File: src/rtl/pwm_spi_regs_pkg.sv
// Shared constants and FSM encoding for the PWM SPI register bank.
package pwm_spi_regs_pkg;
  localparam logic [1:0] REG_PRESC  = 2'd0;
  localparam logic [1:0] REG_COUNT  = 2'd1;
  localparam logic [1:0] REG_SWITCH = 2'd2;
  localparam logic [1:0] REG_CTRL   = 2'd3;

  localparam int COMMIT     = 15;
  localparam int CLR_ERR    = 14;
  localparam int FRAME_BITS = 24;
  localparam int CMD_BITS   = 8;
  localparam int DATA_BITS  = FRAME_BITS - CMD_BITS;

  typedef enum logic [1:0] {ST_IDLE, ST_CMD, ST_DATA, ST_DONE} state_t;
endpackage

File: src/rtl/pwm_spi_regs_spi_frontend.sv
// SPI mode-0 slave front end: synchronizers, edge detect, frame FSM, RX/TX shifters.
module spi_frontend
  import pwm_spi_regs_pkg::*;
#(
  parameter int DW = 16
) (
  input  logic                clk_i,
  input  logic                rst_i,
  input  logic                sck_i,
  input  logic                cs_n_i,
  input  logic                mosi_i,
  output logic                miso_o,
  output logic [CMD_BITS-1:0] cmd_o,
  output logic [DW-1:0]       data_o,
  output logic                frame_done_o,
  input  logic [DW-1:0]       rd_data_i
);
  logic [1:0] sck_sync_q, cs_sync_q, mosi_sync_q;
  logic sck_prev_q, cs_prev_q;
  logic sck_s, cs_s, mosi_s;
  logic sck_rise, sck_fall, cs_rise, cs_fall;
  state_t state_q;
  logic [4:0] cnt_q;
  logic [CMD_BITS-1:0] cmd_q;
  logic [DW-1:0] rx_q, tx_q;
  logic tx_ld_q, done_q;

  assign sck_s    = sck_sync_q[1];
  assign cs_s     = cs_sync_q[1];
  assign mosi_s   = mosi_sync_q[1];
  assign sck_rise = sck_s & ~sck_prev_q;
  assign sck_fall = ~sck_s & sck_prev_q;
  assign cs_rise  = cs_s & ~cs_prev_q;
  assign cs_fall  = ~cs_s & cs_prev_q;

  always_ff @(posedge clk_i or posedge rst_i) begin
    if (rst_i) begin
      sck_sync_q  <= 2'b00;
      cs_sync_q   <= 2'b11;
      mosi_sync_q <= 2'b00;
      sck_prev_q  <= 1'b0;
      cs_prev_q   <= 1'b1;
      state_q     <= ST_IDLE;
      cnt_q       <= '0;
      cmd_q       <= '0;
      rx_q        <= '0;
      tx_q        <= '0;
      tx_ld_q     <= 1'b0;
      done_q      <= 1'b0;
    end else begin
      sck_sync_q  <= {sck_sync_q[0], sck_i};
      cs_sync_q   <= {cs_sync_q[0], cs_n_i};
      mosi_sync_q <= {mosi_sync_q[0], mosi_i};
      sck_prev_q  <= sck_s;
      cs_prev_q   <= cs_s;
      done_q      <= 1'b0;
      tx_ld_q     <= 1'b0;
      // cmd_q settles one cycle before the TX load so rd_data_i reflects it
      if (tx_ld_q) tx_q <= rd_data_i;
      if (cs_rise) begin
        state_q <= ST_IDLE;
        cnt_q   <= '0;
        tx_q    <= '0;
      end else begin
        unique case (state_q)
          ST_IDLE: begin
            cnt_q <= '0;
            tx_q  <= '0;
            if (cs_fall) state_q <= ST_CMD;
          end
          ST_CMD: if (sck_rise) begin
            cmd_q <= {cmd_q[CMD_BITS-2:0], mosi_s};
            if (cnt_q == 5'(CMD_BITS-1)) begin
              cnt_q   <= '0;
              state_q <= ST_DATA;
              tx_ld_q <= 1'b1;
            end else begin
              cnt_q <= cnt_q + 5'd1;
            end
          end
          ST_DATA: begin
            if (sck_rise) begin
              rx_q  <= {rx_q[DW-2:0], mosi_s};
              cnt_q <= cnt_q + 5'd1;
              if (cnt_q == 5'(DATA_BITS-1)) begin
                state_q <= ST_DONE;
                done_q  <= 1'b1;
              end
            end else if (sck_fall && cnt_q != '0) begin
              // first falling edge keeps the MSB up for the first data sample
              tx_q <= {tx_q[DW-2:0], 1'b0};
            end
          end
          ST_DONE: ;
          default: state_q <= ST_IDLE;
        endcase
      end
    end
  end

  assign miso_o       = tx_q[DW-1] & ((state_q == ST_DATA) | (state_q == ST_DONE));
  assign cmd_o        = cmd_q;
  assign data_o       = rx_q;
  assign frame_done_o = done_q;
endmodule

File: src/rtl/pwm_spi_regs.sv
// Shadow/active register bank for the PWM timers, written over SPI, committed atomically.
module pwm_spi_regs
  import pwm_spi_regs_pkg::*;
#(
  parameter int NUM_CH = 4,
  parameter int DW     = 16
) (
  input  logic                 CLK,
  input  logic                 RST,
  input  logic                 SCK,
  input  logic                 CS_N,
  input  logic                 MOSI,
  output logic                 MISO,
  output logic [NUM_CH*DW-1:0] Prescaler,
  output logic [NUM_CH*DW-1:0] Count,
  output logic [NUM_CH*DW-1:0] SwitchValue,
  output logic [NUM_CH-1:0]    ChEnable,
  output logic                 Load,
  output logic                 CfgErr
);
  logic [CMD_BITS-1:0] cmd;
  logic [DW-1:0] data, rd_data;
  logic frame_done;

  spi_frontend #(.DW(DW)) u_fe (
    .clk_i        (CLK),
    .rst_i        (RST),
    .sck_i        (SCK),
    .cs_n_i       (CS_N),
    .mosi_i       (MOSI),
    .miso_o       (MISO),
    .cmd_o        (cmd),
    .data_o       (data),
    .frame_done_o (frame_done),
    .rd_data_i    (rd_data)
  );

  logic [NUM_CH-1:0][DW-1:0] presc_sh_q, cnt_sh_q, sw_sh_q;
  logic [NUM_CH-1:0][DW-1:0] presc_a_q, cnt_a_q, sw_a_q;
  logic [NUM_CH-1:0] en_sh_q, en_a_q, ch_hit, bad;
  logic commit_q, load_q, err_q, err_d;
  logic [1:0] sel, ch;
  logic wr_ok, ctrl_wr, clr_err;
  logic unused_bits;

  assign sel = cmd[3:2];
  assign ch  = cmd[1:0];
  assign unused_bits = ^{cmd[6:4], data[CLR_ERR-1:NUM_CH]};

  for (genvar c = 0; c < NUM_CH; c++) begin : g_ch
    assign ch_hit[c] = (ch == 2'(c));
    assign bad[c]    = en_sh_q[c] & (sw_sh_q[c] > cnt_sh_q[c]);
  end

  assign wr_ok   = frame_done & cmd[7] & (|ch_hit);
  assign ctrl_wr = wr_ok & (sel == REG_CTRL);
  assign clr_err = ctrl_wr & data[CLR_ERR];
  assign err_d   = (err_q & ~clr_err) | (commit_q & (|bad));

  always_comb begin
    rd_data = '0;
    for (int c = 0; c < NUM_CH; c++) begin
      if (ch_hit[c]) begin
        unique case (sel)
          REG_PRESC:  rd_data = presc_sh_q[c];
          REG_COUNT:  rd_data = cnt_sh_q[c];
          REG_SWITCH: rd_data = sw_sh_q[c];
          default:    rd_data = {err_q, {(DW-1-NUM_CH){1'b0}}, en_sh_q};
        endcase
      end
    end
  end

  always_ff @(posedge CLK or posedge RST) begin
    if (RST) begin
      presc_sh_q <= '0;
      cnt_sh_q   <= '0;
      sw_sh_q    <= '0;
      en_sh_q    <= '0;
      presc_a_q  <= '0;
      cnt_a_q    <= '0;
      sw_a_q     <= '0;
      en_a_q     <= '0;
      commit_q   <= 1'b0;
      load_q     <= 1'b0;
      err_q      <= 1'b0;
    end else begin
      load_q   <= commit_q;
      commit_q <= ctrl_wr & data[COMMIT];
      err_q    <= err_d;
      // nonblocking copy: a write landing in the commit cycle misses this commit
      if (commit_q) begin
        presc_a_q <= presc_sh_q;
        cnt_a_q   <= cnt_sh_q;
        sw_a_q    <= sw_sh_q;
        en_a_q    <= en_sh_q;
      end
      if (wr_ok) begin
        for (int c = 0; c < NUM_CH; c++) begin
          if (ch_hit[c]) begin
            unique case (sel)
              REG_PRESC:  presc_sh_q[c] <= data;
              REG_COUNT:  cnt_sh_q[c]   <= data;
              REG_SWITCH: sw_sh_q[c]    <= data;
              default:    ;
            endcase
          end
        end
        if (ctrl_wr) en_sh_q <= data[NUM_CH-1:0];
      end
    end
  end

  assign Prescaler   = presc_a_q;
  assign Count       = cnt_a_q;
  assign SwitchValue = sw_a_q;
  assign ChEnable    = en_a_q;
  assign Load        = load_q;
  assign CfgErr      = err_q;
endmodule
File: config.mk
export PLATFORM = sky130hd
export DESIGN_NAME = pwm_spi_regs
export DESIGN_NICKNAME = d
export VERILOG_FILES = /design/src/rtl/pwm_spi_regs_pkg.sv /design/src/rtl/pwm_spi_regs_spi_frontend.sv /design/src/rtl/pwm_spi_regs.sv
export SDC_FILE = /design/constraint.sdc
export NUM_CORES = 1
export LEC_CHECK = 0
export ABC_CLOCK_PERIOD_IN_PS = 15000
export CELL_PAD_IN_SITES_DETAIL_PLACEMENT = 1
export CELL_PAD_IN_SITES_GLOBAL_PLACEMENT = 2
export CORE_ASPECT_RATIO = 1.5
export CORE_MARGIN = 1
export CORE_UTILIZATION = 36
export CTS_CLUSTER_DIAMETER = 50
export DETAILED_ROUTE_END_ITERATION = 10
export GPL_ROUTABILITY_DRIVEN = 0
export PLACE_DENSITY = 0.77
export SETUP_SLACK_MARGIN = 0.02
export SLEW_MARGIN = 20
export SYNTH_ARGS = -nofsm -noshare
export SYNTH_HDL_FRONTEND = slang
export SYNTH_SLANG_ARGS = --single-unit
File: constraint.sdc
create_clock -name CLK -period 15 [get_ports CLK]
set_input_delay 3 -clock CLK [delete_from_list [all_inputs] [get_ports CLK]]
set_output_delay 3 -clock CLK [all_outputs]
set_load 0.05 [all_outputs]
==> reports/results.tsv <==
stage	metric	value	unit
synthesis	Synth Net Count	1649	
timing	slew margin rel.	27.04	%
critical_path	Reg2Reg Setup Slack	11530	ps
run	Max Cap Viol	0	
floorplanning	Core Area	0.05570	mm2
drt	total number of vias	13420	
critical_path	Reg-to-Reg Start	u_fe.cmd_o[3]	
timing	RSZ-0062 raised after global routing	no	
clocking	Hold-fix buffers, CTS	0	
drt	number of remaining DRC errors	0	
power	VDD IR-drop max	0.08181	mV
hold_path	Worst Hold Depth	0	
finish	ant diodes	0	
finish	Area Growth Syn to Fin	21.42	%
drt	Final ANT Viol Nets	0	
critical_path	most frequent CP cell	nor2_1	
global_route	GR peak layer	met2	
power	Int Power	0.002059	W
floorplanning	Die Y	292.4	um
synthesis	share of the synthesized area in the top cell type	55.51	%
timing	Tightest Pin Transition	1093	ps
critical_path	CP Data Required Time	12000	ps
synthesis	register bit total from synthesis	452	
global_route	global-route track usage on met3	2.199	%
floorplanning	Rows	106	
synthesis	Synth area leaders	dfrtp_1 56%, mux2_2 22%, ha_1 4.5%	
global_route	first-pass GRT wire length	95250	um
critical_path	worst stage delay on the critical path	840	ps
timing	Final WS setup	9471	ps
floorplanning	die area	0.05720	mm2
power	Tot Pwr	0.002912	W
clocking	Clock Path Buffers	3	
critical_path	Critical R2R Capture	u_fe.tx_q[3]	
hold_path	Hold EP	u_fe.mosi_sync_q[1]	
clocking	Post-CTS Setup Inserts	0	
timing	Max Slew Vio Count	0	
power	Cell Pwr Density	118.5	mW/mm2
timing	worst hold margin	351.9	ps
drt	vias per cell	5.393	
critical_path	crit-path max FO	10	
synthesis	Avg Inst Size Synth	12.88	um2
power	clock power share	42.3	%
clocking	CTS clock-pin slew for the worst setup and hold paths	60	ps
power	Leakage Power	11.48	nW
timing	minimum clock period after layout	5529	ps
critical_path	CP max-delay cell	clkdlybuf4s50_1	
timing	Setup TNS Final	0	ps
finish	commonest non-fill, non-tap cell in the layout	dfrtp_1	
timing	Hold Vio Cnt, Final	0	
global_route	grt ovf	0	
timing	clock skew	16.09	ps
timing	Achievable Freq	180.9	MHz
place	DP HPWL	44060	um
clocking	clock sinks	452	
global_route	GRT met1 Usage	27.29	%
clocking	H-Tree Level Count	2	
global_route	met2 Track Usage GR	39.40	%
clocking	cts repair resizes	0	
hold_path	HP Start	u_fe.mosi_sync_q[0]	
drt	Pre-antenna DRT Iters	4	
clocking	root buf cell	clkbuf_16	
global_route	vias in the first global route	14810	
power	part of the power in registers	44.8	%
critical_path	Reg2Reg Depth	8	
synthesis	number of unique standard cell types used by synthesis	54	
finish	ratio of cells with drive above 1 in the final layout	28.88	%
finish	commonest cells after routing, fill and taps aside	446 x dfrtp_1, 388 x mux2_2, 203 x clkdlybuf4s50_1	
critical_path	CP endpoint kind	primary output	
clocking	Num CTS Buffers	48	
synthesis	Post-Syn Area	0.02024	mm2
clocking	Worst-Skew Late Latency	580	ps
power	Net Sw Power	0.0008527	W
drt	drt initial violations	717	
drt	total routed wirelength	62030	um
floorplanning	Die Width	195.6	um
place	Place WS	8906	ps
finish	Final nets	1824	
critical_path	critical path type	reg2out	
synthesis	cells after synthesis	1572	
critical_path	critical path, cell by cell	inv_1 -> ha_1 -> nor2_1 -> nor2_1 -> clkdlybuf4s50_1	
synthesis	Synth warnings	0	
power	combinational power share	12.9	%
timing	Setup Viol. Count Final	0	
critical_path	arrival time worst endpoint	2530	ps
place	# port buffers	203	
timing	fin crit share	36.86	%
clocking	TritonCTS clock tree	done	
critical_path	Crit path buffers/inverters	2	
power	switching share of power	29.28	%
finish	fill cell count	5757	
synthesis	leading area contributor after synthesis	dfrtp_1	
floorplanning	Initial Util	36.34	%
floorplanning	I/O pin total	204	
synthesis	ys async rst share	100.0	%
outcome	outcome	complete, no violations	
critical_path	CP Launch Type	register	
critical_path	cell family with most CP delay	buffers and inverters	
global_route	gr usage total	22.13	%
hold_path	HP Class	reg2reg	
global_route	initial antenna violation count	1	
synthesis	EDFF count, synth	0	
drt	WL/cell	24.92	um
global_route	largest net degree at the start of global routing	190	
synthesis	Synth Flop Type	dfrtp_1	
synthesis	register area share after synthesis	55.90	%
## worst reg2reg max path, delay by kind of cell (launching register included)
family / cells / cell delay, ps
AND/OR/NAND/NOR: 1 / 330
buffers and inverters: 2 / 1260
flip-flops: 1 / 670
AO/OA/AOI/OAI: 5 / 1120
## power by group through the flow
stage	sequential, W	combinational, W	clock [W]
6_report	0.00131	0.000375	0.00123
2_1_floorplan	0.00127	0.000256	0
3_3_place_gp	0.00133	0.000367	0
4_1_cts	0.00131	0.000376	0.00126
3_5_place_dp	0.00133	0.000375	0
5_1_grt	0.00131	0.000400	0.00130
## cell families after synthesis
kind of cell | after synthesis | synth area share, %
adder cells (fa/ha/maj) | 72 | 4.451
buffers and inverters | 173 | 3.499
AO/OA/AOI/OAI | 245 | 7.721
AND/OR/NAND/NOR | 203 | 4.667
multiplexers | 427 | 23.76
flip-flops | 452 | 55.90
## cell type report
| class | instances | area [um2] | share of cell area [%] |
|---|---|---|---|
| clock buffer | 65 | 1376 | 5.600 |
| clock inverter | 25 | 260.3 | 1.059 |
| inverter | 80 | 304.0 | 1.237 |
| multi-input combinational | 947 | 8240 | 33.53 |
| sequential | 452 | 11320 | 46.07 |
| tap | 702 | 878.3 | 3.574 |
| timing repair buffer | 218 | 2193 | 8.925 |
## per-stage QoR
stage          instances  cell area (um2)  util (%)
6_report            2489            24580     44.12
5_1_grt             2489            24580     44.12
4_1_cts             2488            24540     44.06
3_5_place_dp        2398            22910     41.13
3_3_place_gp        2398            22910     41.13
2_1_floorplan       1572            20240         -
## synth_stat cells, types with 19 or more instances
cell type / number
ha_1: 72
mux2i_1: 35
clkbuf_1: 60
a221oi_1: 19
nand2_1: 89
dfrtp_1: 449
buf_2: 23
o21ai_0: 84
a21oi_1: 53
nor2_1: 39
mux2_2: 388
inv_1: 79
## flip-flops by register name (all words and copies together) (netlist names), 16 cells and up
name	cells
cnt_sh_q	64
u_fe.data_o	16
u_fe.tx_q	16
sw_sh_q	64
SwitchValue	64
Prescaler	64
Count	64
presc_sh_q	64
## layer usage
layer | up-vias | routed length, um
met1 | 7079 | 25990
met5 | - | 0
li1 | 5991 | -
met2 | 249 | 32040
met4 | 0 | 2438
met3 | 103 | 1562
## worst max path at each step
stage | start | endpoint | slack [ps] | depth (start not counted)
floorplan | RST | CfgErr | 5890 | 1
global route | RST | SwitchValue[38] | 9300 | 5
detailed placement | RST | commit_q | 8910 | 4
CTS | u_fe.state_q[0] | MISO | 9440 | 5
global placement | RST | commit_q | 9000 | 4
finish | u_fe.state_q[0] | MISO | 9470 | 5
Note: power is estimated with default switching activity, not from simulation.
